File: src/rtl/threshold_buffer_loader.sv
`default_nettype none
// ============================================================================
// Module      : threshold_buffer_loader
// Description : Writer side of the run-time threshold store. A valid/ready
//               byte stream is packed MSB-first into DATA_WIDTH words and
//               written into an internal RAM of DATA_DEPTH words. The
//               accelerator reads the RAM via an enable/addr/data_o port
//               that returns registered data one cycle later.
// Revision    : 1.0 - initial release
// ----------------------------------------------------------------------------
// Optional feature macro: THRE_LOADER_CHECKSUM_EN
//   When defined, one trailing checksum byte (8-bit sum of all data bytes)
//   is consumed after the last word and load_err reports a mismatch.
//   When undefined, no checksum byte is consumed and load_err is 0.
// ----------------------------------------------------------------------------
// Ports:
//   clk        - clock, all logic on rising edge
//   rst        - synchronous active-high reset
//   load_start - one-cycle pulse starting a load at word 0
//   in_data    - stream byte
//   in_valid   - in_data valid
//   in_ready   - byte accepted when in_valid & in_ready
//   load_busy  - high while loading (LOAD or CHK)
//   load_done  - high after a complete load until next load_start / rst
//   load_err   - checksum mismatch flag
//   enable     - read enable
//   addr       - read address
//   data_o     - registered read data
// ============================================================================
module threshold_buffer_loader #(
  parameter int ADDR_WIDTH = 8,
  parameter int DATA_WIDTH = 32,
  parameter int DATA_DEPTH = 2
) (
  input  logic                  clk,
  input  logic                  rst,
  input  logic                  load_start,
  input  logic [7:0]            in_data,
  input  logic                  in_valid,
  output logic                  in_ready,
  output logic                  load_busy,
  output logic                  load_done,
  output logic                  load_err,
  input  logic                  enable,
  input  logic [ADDR_WIDTH-1:0] addr,
  output logic [DATA_WIDTH-1:0] data_o
);

  localparam int BYTES  = DATA_WIDTH / 8;
  localparam int BCW    = (BYTES > 1) ? $clog2(BYTES) : 1;
  localparam int RAM_AW = (DATA_DEPTH > 1) ? $clog2(DATA_DEPTH) : 1;
  // Holds the bytes of a word received before its final byte.
  localparam int PACK_W = (BYTES > 1) ? (DATA_WIDTH - 8) : 8;

  localparam logic [BCW-1:0]        LAST_BYTE = BCW'(BYTES - 1);
  localparam logic [RAM_AW-1:0]     LAST_WORD = RAM_AW'(DATA_DEPTH - 1);
  localparam logic [ADDR_WIDTH:0]   DEPTH_A   = (ADDR_WIDTH + 1)'(DATA_DEPTH);

  localparam logic [1:0] S_IDLE = 2'd0;
  localparam logic [1:0] S_LOAD = 2'd1;
  localparam logic [1:0] S_CHK  = 2'd2;
  localparam logic [1:0] S_DONE = 2'd3;

  logic [1:0]            state_q,     state_d;
  logic [BCW-1:0]        byte_cnt_q,  byte_cnt_d;
  logic [RAM_AW-1:0]     word_cnt_q,  word_cnt_d;
  logic [PACK_W-1:0]     pack_q,      pack_d;
  logic                  load_done_q, load_done_d;
  logic [DATA_WIDTH-1:0] data_o_q,    data_o_d;

  logic                  accept;
  logic                  ram_we;
  logic [DATA_WIDTH-1:0] word_next;
  logic [PACK_W-1:0]     pack_shift;
  logic [RAM_AW-1:0]     rd_idx;

  // Storage is deliberately left out of reset so a reset mid-load keeps
  // the words already written.
  logic [DATA_WIDTH-1:0] ram [0:DATA_DEPTH-1];

  assign accept = in_valid & in_ready;
  assign rd_idx = addr[RAM_AW-1:0];

  // Byte packing: the completed word is the held bytes plus the current one.
  generate
    if (BYTES == 1) begin : g_pack_single
      assign word_next  = in_data;
      assign pack_shift = pack_q;
    end else if (BYTES == 2) begin : g_pack_two
      assign word_next  = {pack_q, in_data};
      assign pack_shift = in_data;
    end else begin : g_pack_multi
      assign word_next  = {pack_q, in_data};
      assign pack_shift = {pack_q[PACK_W-9:0], in_data};
    end
  endgenerate

`ifdef THRE_LOADER_CHECKSUM_EN
  logic [7:0] sum_q, sum_d;
  logic       load_err_q, load_err_d;
`endif

  // --------------------------------------------------------------------------
  // State / datapath registers
  // --------------------------------------------------------------------------
  always_ff @(posedge clk) begin
    if (rst) begin
      state_q     <= S_IDLE;
      byte_cnt_q  <= '0;
      word_cnt_q  <= '0;
      pack_q      <= '0;
      load_done_q <= 1'b0;
      data_o_q    <= '0;
`ifdef THRE_LOADER_CHECKSUM_EN
      sum_q       <= '0;
      load_err_q  <= 1'b0;
`endif
    end else begin
      state_q     <= state_d;
      byte_cnt_q  <= byte_cnt_d;
      word_cnt_q  <= word_cnt_d;
      pack_q      <= pack_d;
      load_done_q <= load_done_d;
      data_o_q    <= data_o_d;
`ifdef THRE_LOADER_CHECKSUM_EN
      sum_q       <= sum_d;
      load_err_q  <= load_err_d;
`endif
    end
  end

  // RAM write port. The read above samples the pre-edge contents, giving
  // read-before-write on a same-address collision.
  always_ff @(posedge clk) begin
    if (ram_we) begin
      ram[word_cnt_q] <= word_next;
    end
  end

  // --------------------------------------------------------------------------
  // Next-state and datapath
  // --------------------------------------------------------------------------
  always_comb begin
    state_d     = state_q;
    byte_cnt_d  = byte_cnt_q;
    word_cnt_d  = word_cnt_q;
    pack_d      = pack_q;
    load_done_d = load_done_q;
    ram_we      = 1'b0;
`ifdef THRE_LOADER_CHECKSUM_EN
    sum_d       = sum_q;
    load_err_d  = load_err_q;
`endif

    case (state_q)
      S_IDLE, S_DONE: begin
        if (load_start) begin
          state_d     = S_LOAD;
          byte_cnt_d  = '0;
          word_cnt_d  = '0;
          load_done_d = 1'b0;
`ifdef THRE_LOADER_CHECKSUM_EN
          sum_d       = '0;
          load_err_d  = 1'b0;
`endif
        end
      end

      S_LOAD: begin
        if (accept) begin
          pack_d = pack_shift;
`ifdef THRE_LOADER_CHECKSUM_EN
          sum_d  = sum_q + in_data;
`endif
          if (byte_cnt_q == LAST_BYTE) begin
            ram_we     = 1'b1;
            byte_cnt_d = '0;
            word_cnt_d = word_cnt_q + 1'b1;
            if (word_cnt_q == LAST_WORD) begin
`ifdef THRE_LOADER_CHECKSUM_EN
              state_d     = S_CHK;
`else
              state_d     = S_DONE;
              load_done_d = 1'b1;
`endif
            end
          end else begin
            byte_cnt_d = byte_cnt_q + 1'b1;
          end
        end
      end

      S_CHK: begin
`ifdef THRE_LOADER_CHECKSUM_EN
        if (accept) begin
          load_err_d  = (sum_q != in_data);
          load_done_d = 1'b1;
          state_d     = S_DONE;
        end
`else
        state_d = S_IDLE;
`endif
      end

      default: state_d = S_IDLE;
    endcase

    // Read port: hold when disabled, zero for out-of-range addresses.
    data_o_d = data_o_q;
    if (enable) begin
      if ({1'b0, addr} < DEPTH_A) begin
        data_o_d = ram[rd_idx];
      end else begin
        data_o_d = '0;
      end
    end
  end

  // --------------------------------------------------------------------------
  // Outputs
  // --------------------------------------------------------------------------
  always_comb begin
    in_ready  = 1'b0;
    load_busy = 1'b0;
    if ((state_q == S_LOAD) || (state_q == S_CHK)) begin
      in_ready  = 1'b1;
      load_busy = 1'b1;
    end
  end

  assign load_done = load_done_q;
  assign data_o    = data_o_q;
`ifdef THRE_LOADER_CHECKSUM_EN
  assign load_err  = load_err_q;
`else
  assign load_err  = 1'b0;
`endif

endmodule
`default_nettype wire

File: config.mk
export PLATFORM = sky130hd
export DESIGN_NAME = threshold_buffer_loader
export DESIGN_NICKNAME = d
export VERILOG_FILES = /design/src/rtl/threshold_buffer_loader.sv
export SDC_FILE = /design/constraint.sdc
export NUM_CORES = 1
export LEC_CHECK = 0
export CAP_MARGIN = 20
export CORE_MARGIN = 8
export CORE_UTILIZATION = 30
export DETAILED_ROUTE_END_ITERATION = 16
export PLACE_DENSITY = 0.56
export RECOVER_POWER = 100
export SETUP_SLACK_MARGIN = 0.02
export SYNTH_ARGS = -nofsm -noshare
export SYNTH_HDL_FRONTEND = slang
export SYNTH_SLANG_ARGS = --single-unit
File: constraint.sdc
create_clock -name clk -period 3.09 [get_ports clk]
set_input_delay 0.7725 -clock clk [delete_from_list [all_inputs] [get_ports clk]]
set_output_delay 0.7725 -clock clk [all_outputs]
set_load 0.03 [all_outputs]
==> flow_metrics.tcl, run 1 <==
set metrics [dict create \
    ant_nets 0 \
    drc_errors 0 \
    crit_fanout 7 \
    fin_crit_sh_pct 91.09 \
    wl_um 9391 \
    grt_pass1_wl_um 15280 \
    final_cell_mix "edfxtp_1 (64), dfxtp_1 (62), nand2_1 (50)" \
    finalSetupTns_ps 0 \
    switching_power_w 0.0009550 \
    vias 2897 \
    num_io_pins 57 \
    clock_latency_ps 400 \
    rsz0062_at_grt "false" \
    required_ps 2320 \
    via_per_inst 4.485 \
    drt_iter0_markers 114 \
    fmax_mhz 355.3 \
    post_cts_resized 0 \
    switching_share_pct 21.60 \
    outcome "complete, but fails checks" \
    cts_made_buffers 17 \
    ys_ff_latch 126 \
    overflow 0 \
    wl_per_cell_um 14.54 \
    first_pass_iters 4 \
    grtUsageTotal_pct 9.813 \
    fin_area_mm2 0.006178 \
    whs_ps 456.9 \
    yosysSeqAreaShare_pct 66.40 \
    clkTransAtPathRegs_ps 60 \
    yosys_warnings 0 \
    syn_area_mm2 0.004763 \
    place_congestion 0.7703 \
    final-setup-viol-count 0 \
    slew_violations 49 \
    hold_viol 0 \
    cap_violations 1 \
    clockRootBuffer "clkbuf_16" \
    cts_htree_levels 4 \
    dieArea_mm2 0.02017 \
    numPortBuffers 55 \
    rows 46 \
    grt_max_degree 50 \
    initial_core_util_pct 30.32 \
    place_hpwl_um 6168 \
    seq_power_share_pct 40.8 \
    leakage_nw 2.295 \
    die_w_um 142.0 \
    violations "capacitance limit, slew limit" \
    pwr-share-comb_pct 8.5 \
    critical_path_class "flop to output port" \
    drive_gt1_share_pct 18.37 \
    placed_area_mm2 0.005518 \
    synth.net_count 388 \
    critPathCaptureType "output port" \
    final_common_cell "edfxtp_1" \
    syn_inst 363 \
    fin_nets 442 \
    grt_pass1_vias 3032 \
    syn-mean-instance-area_um2 13.12 \
    grt_antenna_before_repair 0 \
    synthToLayoutAreaGrowth_pct 29.71 \
    core_area_mm2 0.01571 \
    fin_worst_skew_ps 4.554 \
    min_period_ps 2815 \
    postCtsSetupRepairBufs 0 \
    worstMarginPinSlew_ps 1992 \
    clockPowerShare_pct 50.7 \
    hp-class "flop to flop" \
    synth.distinct_cells 33 \
    crit_path_start_kind "flop" \
    p_int_w 0.003466 \
    cp.arrival_ps 2040 \
    slew_headroom_pct -32.78 \
    p_per_area_mw_per_mm2 715.5 \
    insertedDiodeCount 0 \
    ir_worst_vdd_uv 382.0 \
    die_h_um 142.0 \
    cts.sink_count 126 \
    cts_hold_buffers 0 \
    cts_buffer_depth 2 \
    cts_tree "yes" \
]
worst max-delay path, cell delays in order (launching register included):
cell and delay [ps]:
dfxtp_1 360, inv_1 70, ha_1 350, inv_1 110
dlygate4sd3_1 750
layout make-up:
cell class | instances | area [um^2]
flip-flops and latches | 126 | 3163
well taps | 216 | 270.3
inverters | 5 | 18.77
multi-input cells | 204 | 1428
repair buffers | 63 | 619.3
clock buffers | 18 | 439.2
fillers | 1506 | 9534
clock inverters | 14 | 240.2
cells in the mapped netlist:
cell type  instances  area share, %
nor4_2             1           0.26
o22a_1             1           0.18
a31oi_1            2           0.26
nand2b_4           1           0.29
nand3_1            3           0.32
nand4_1            1           0.13
or4b_1             1           0.21
buf_6              3           0.71
nand4b_1           1           0.18
mux2_2             1           0.24
buf_2              9           0.95
o31ai_1           32            5.0
nor4b_4            1           0.50
nand3b_1           3           0.47
dfxtp_1           62             26
ha_1               4            1.1
nor2b_1            1           0.13
a21oi_1           26            2.7
or3b_2            32            5.9
nor2_1             2           0.16
buf_4              4           0.63
o211ai_1           1           0.16
edfxtp_1          64             40
clkbuf_1          12           0.95
nand2_1           50            3.9
inv_1              5           0.39
o21ai_0            1           0.10
conb_1             1          0.079
nand2_2            1           0.13
or2_2              1           0.13
and3b_1            1           0.18
nand2b_1           2           0.26
mux2i_1           33            6.9
power groups by stage:
| stage | Combinational [W] | Sequential (W) | Clock (W) |
|---|---|---|---|
| finish | 0.000375 | 0.00181 | 0.00224 |
| CTS | 0.000392 | 0.00180 | 0.00229 |
| detailed placement | 0.000391 | 0.00184 | 0 |
| floorplan | 0.000284 | 0.00183 | 0 |
| global route | 0.000409 | 0.00181 | 0.00235 |
| global placement | 0.000384 | 0.00184 | 0 |
sequential cells by signal, indices dropped and copies added, names as in the netlist:
signal      flops
pack_q         24
byte_cnt_q      2
data_o         32
ram            64
state_q         2
word_cnt_q      1
load_done       1
layer usage:
metal / wire [um] / vias to the layer above / track usage (%)
li1: - / 1436 / -
met2: 4698 / 49 / 16.89
met5: 0 / - / 0
met4: 70 / 0 / 3.053
met3: 460 / 7 / 4.260
met1: 4161 / 1405 / 10.67
worst paths after layout:
path | from | endpoint | slack [ps] | depth (start not counted)
min reg2reg | pack_q[18] | ram[1][26] | 460 | 0
max | state_q[0] | in_ready | 280 | 4
max reg2reg | state_q[0] | ram[0][8] | 680 | 6
min | pack_q[18] | ram[1][26] | 460 | 0
logic make-up (layout without fill, tap and decap cells):
group	after synthesis	count (layout)	share of synthesized area [%]
fa+ha+maj	4	4	1.051
simple gates	102	102	13.19
buf+inv	33	100	3.625
compound gates	63	63	8.484
other cells	1	1	0.07873
flops	126	126	66.40
mux	34	34	7.171
through the flow:
step / utilization [%] / worst slack [ps] / instances / total power [W]
global route: 39.32 / 194.0 / 646 / 0.004567
floorplan: - / 849.1 / 363 / 0.002115
finish: 39.32 / 275.3 / 646 / 0.004421
CTS: 39.44 / 298.0 / 646 / 0.004485
global placement: 35.12 / 604.9 / 614 / 0.002221
detailed placement: 35.12 / 559.9 / 614 / 0.002231
(Power assumes the default switching activity.)
==> run 2: changes to the inputs <==
--- a/config.mk
+++ b/config.mk
@@ -11,7 +11,6 @@
 export DETAILED_ROUTE_END_ITERATION = 16
 export PLACE_DENSITY = 0.56
 export RECOVER_POWER = 100
-export SETUP_SLACK_MARGIN = 0.02
 export SYNTH_ARGS = -nofsm -noshare
 export SYNTH_HDL_FRONTEND = slang
 export SYNTH_SLANG_ARGS = --single-unit
==> results of run 2 <==
The final DEF is identical to that of run 1; final timing and power are the same.
==> run 3: changes to the inputs <==
--- a/config.mk
+++ b/config.mk
@@ -5,7 +5,7 @@
 export SDC_FILE = /design/constraint.sdc
 export NUM_CORES = 1
 export LEC_CHECK = 0
-export CAP_MARGIN = 20
+export CAP_MARGIN = 25
 export CORE_MARGIN = 8
 export CORE_UTILIZATION = 30
 export DETAILED_ROUTE_END_ITERATION = 16
==> results of run 3 <==
The final DEF is identical to that of run 1; final timing and power are the same.
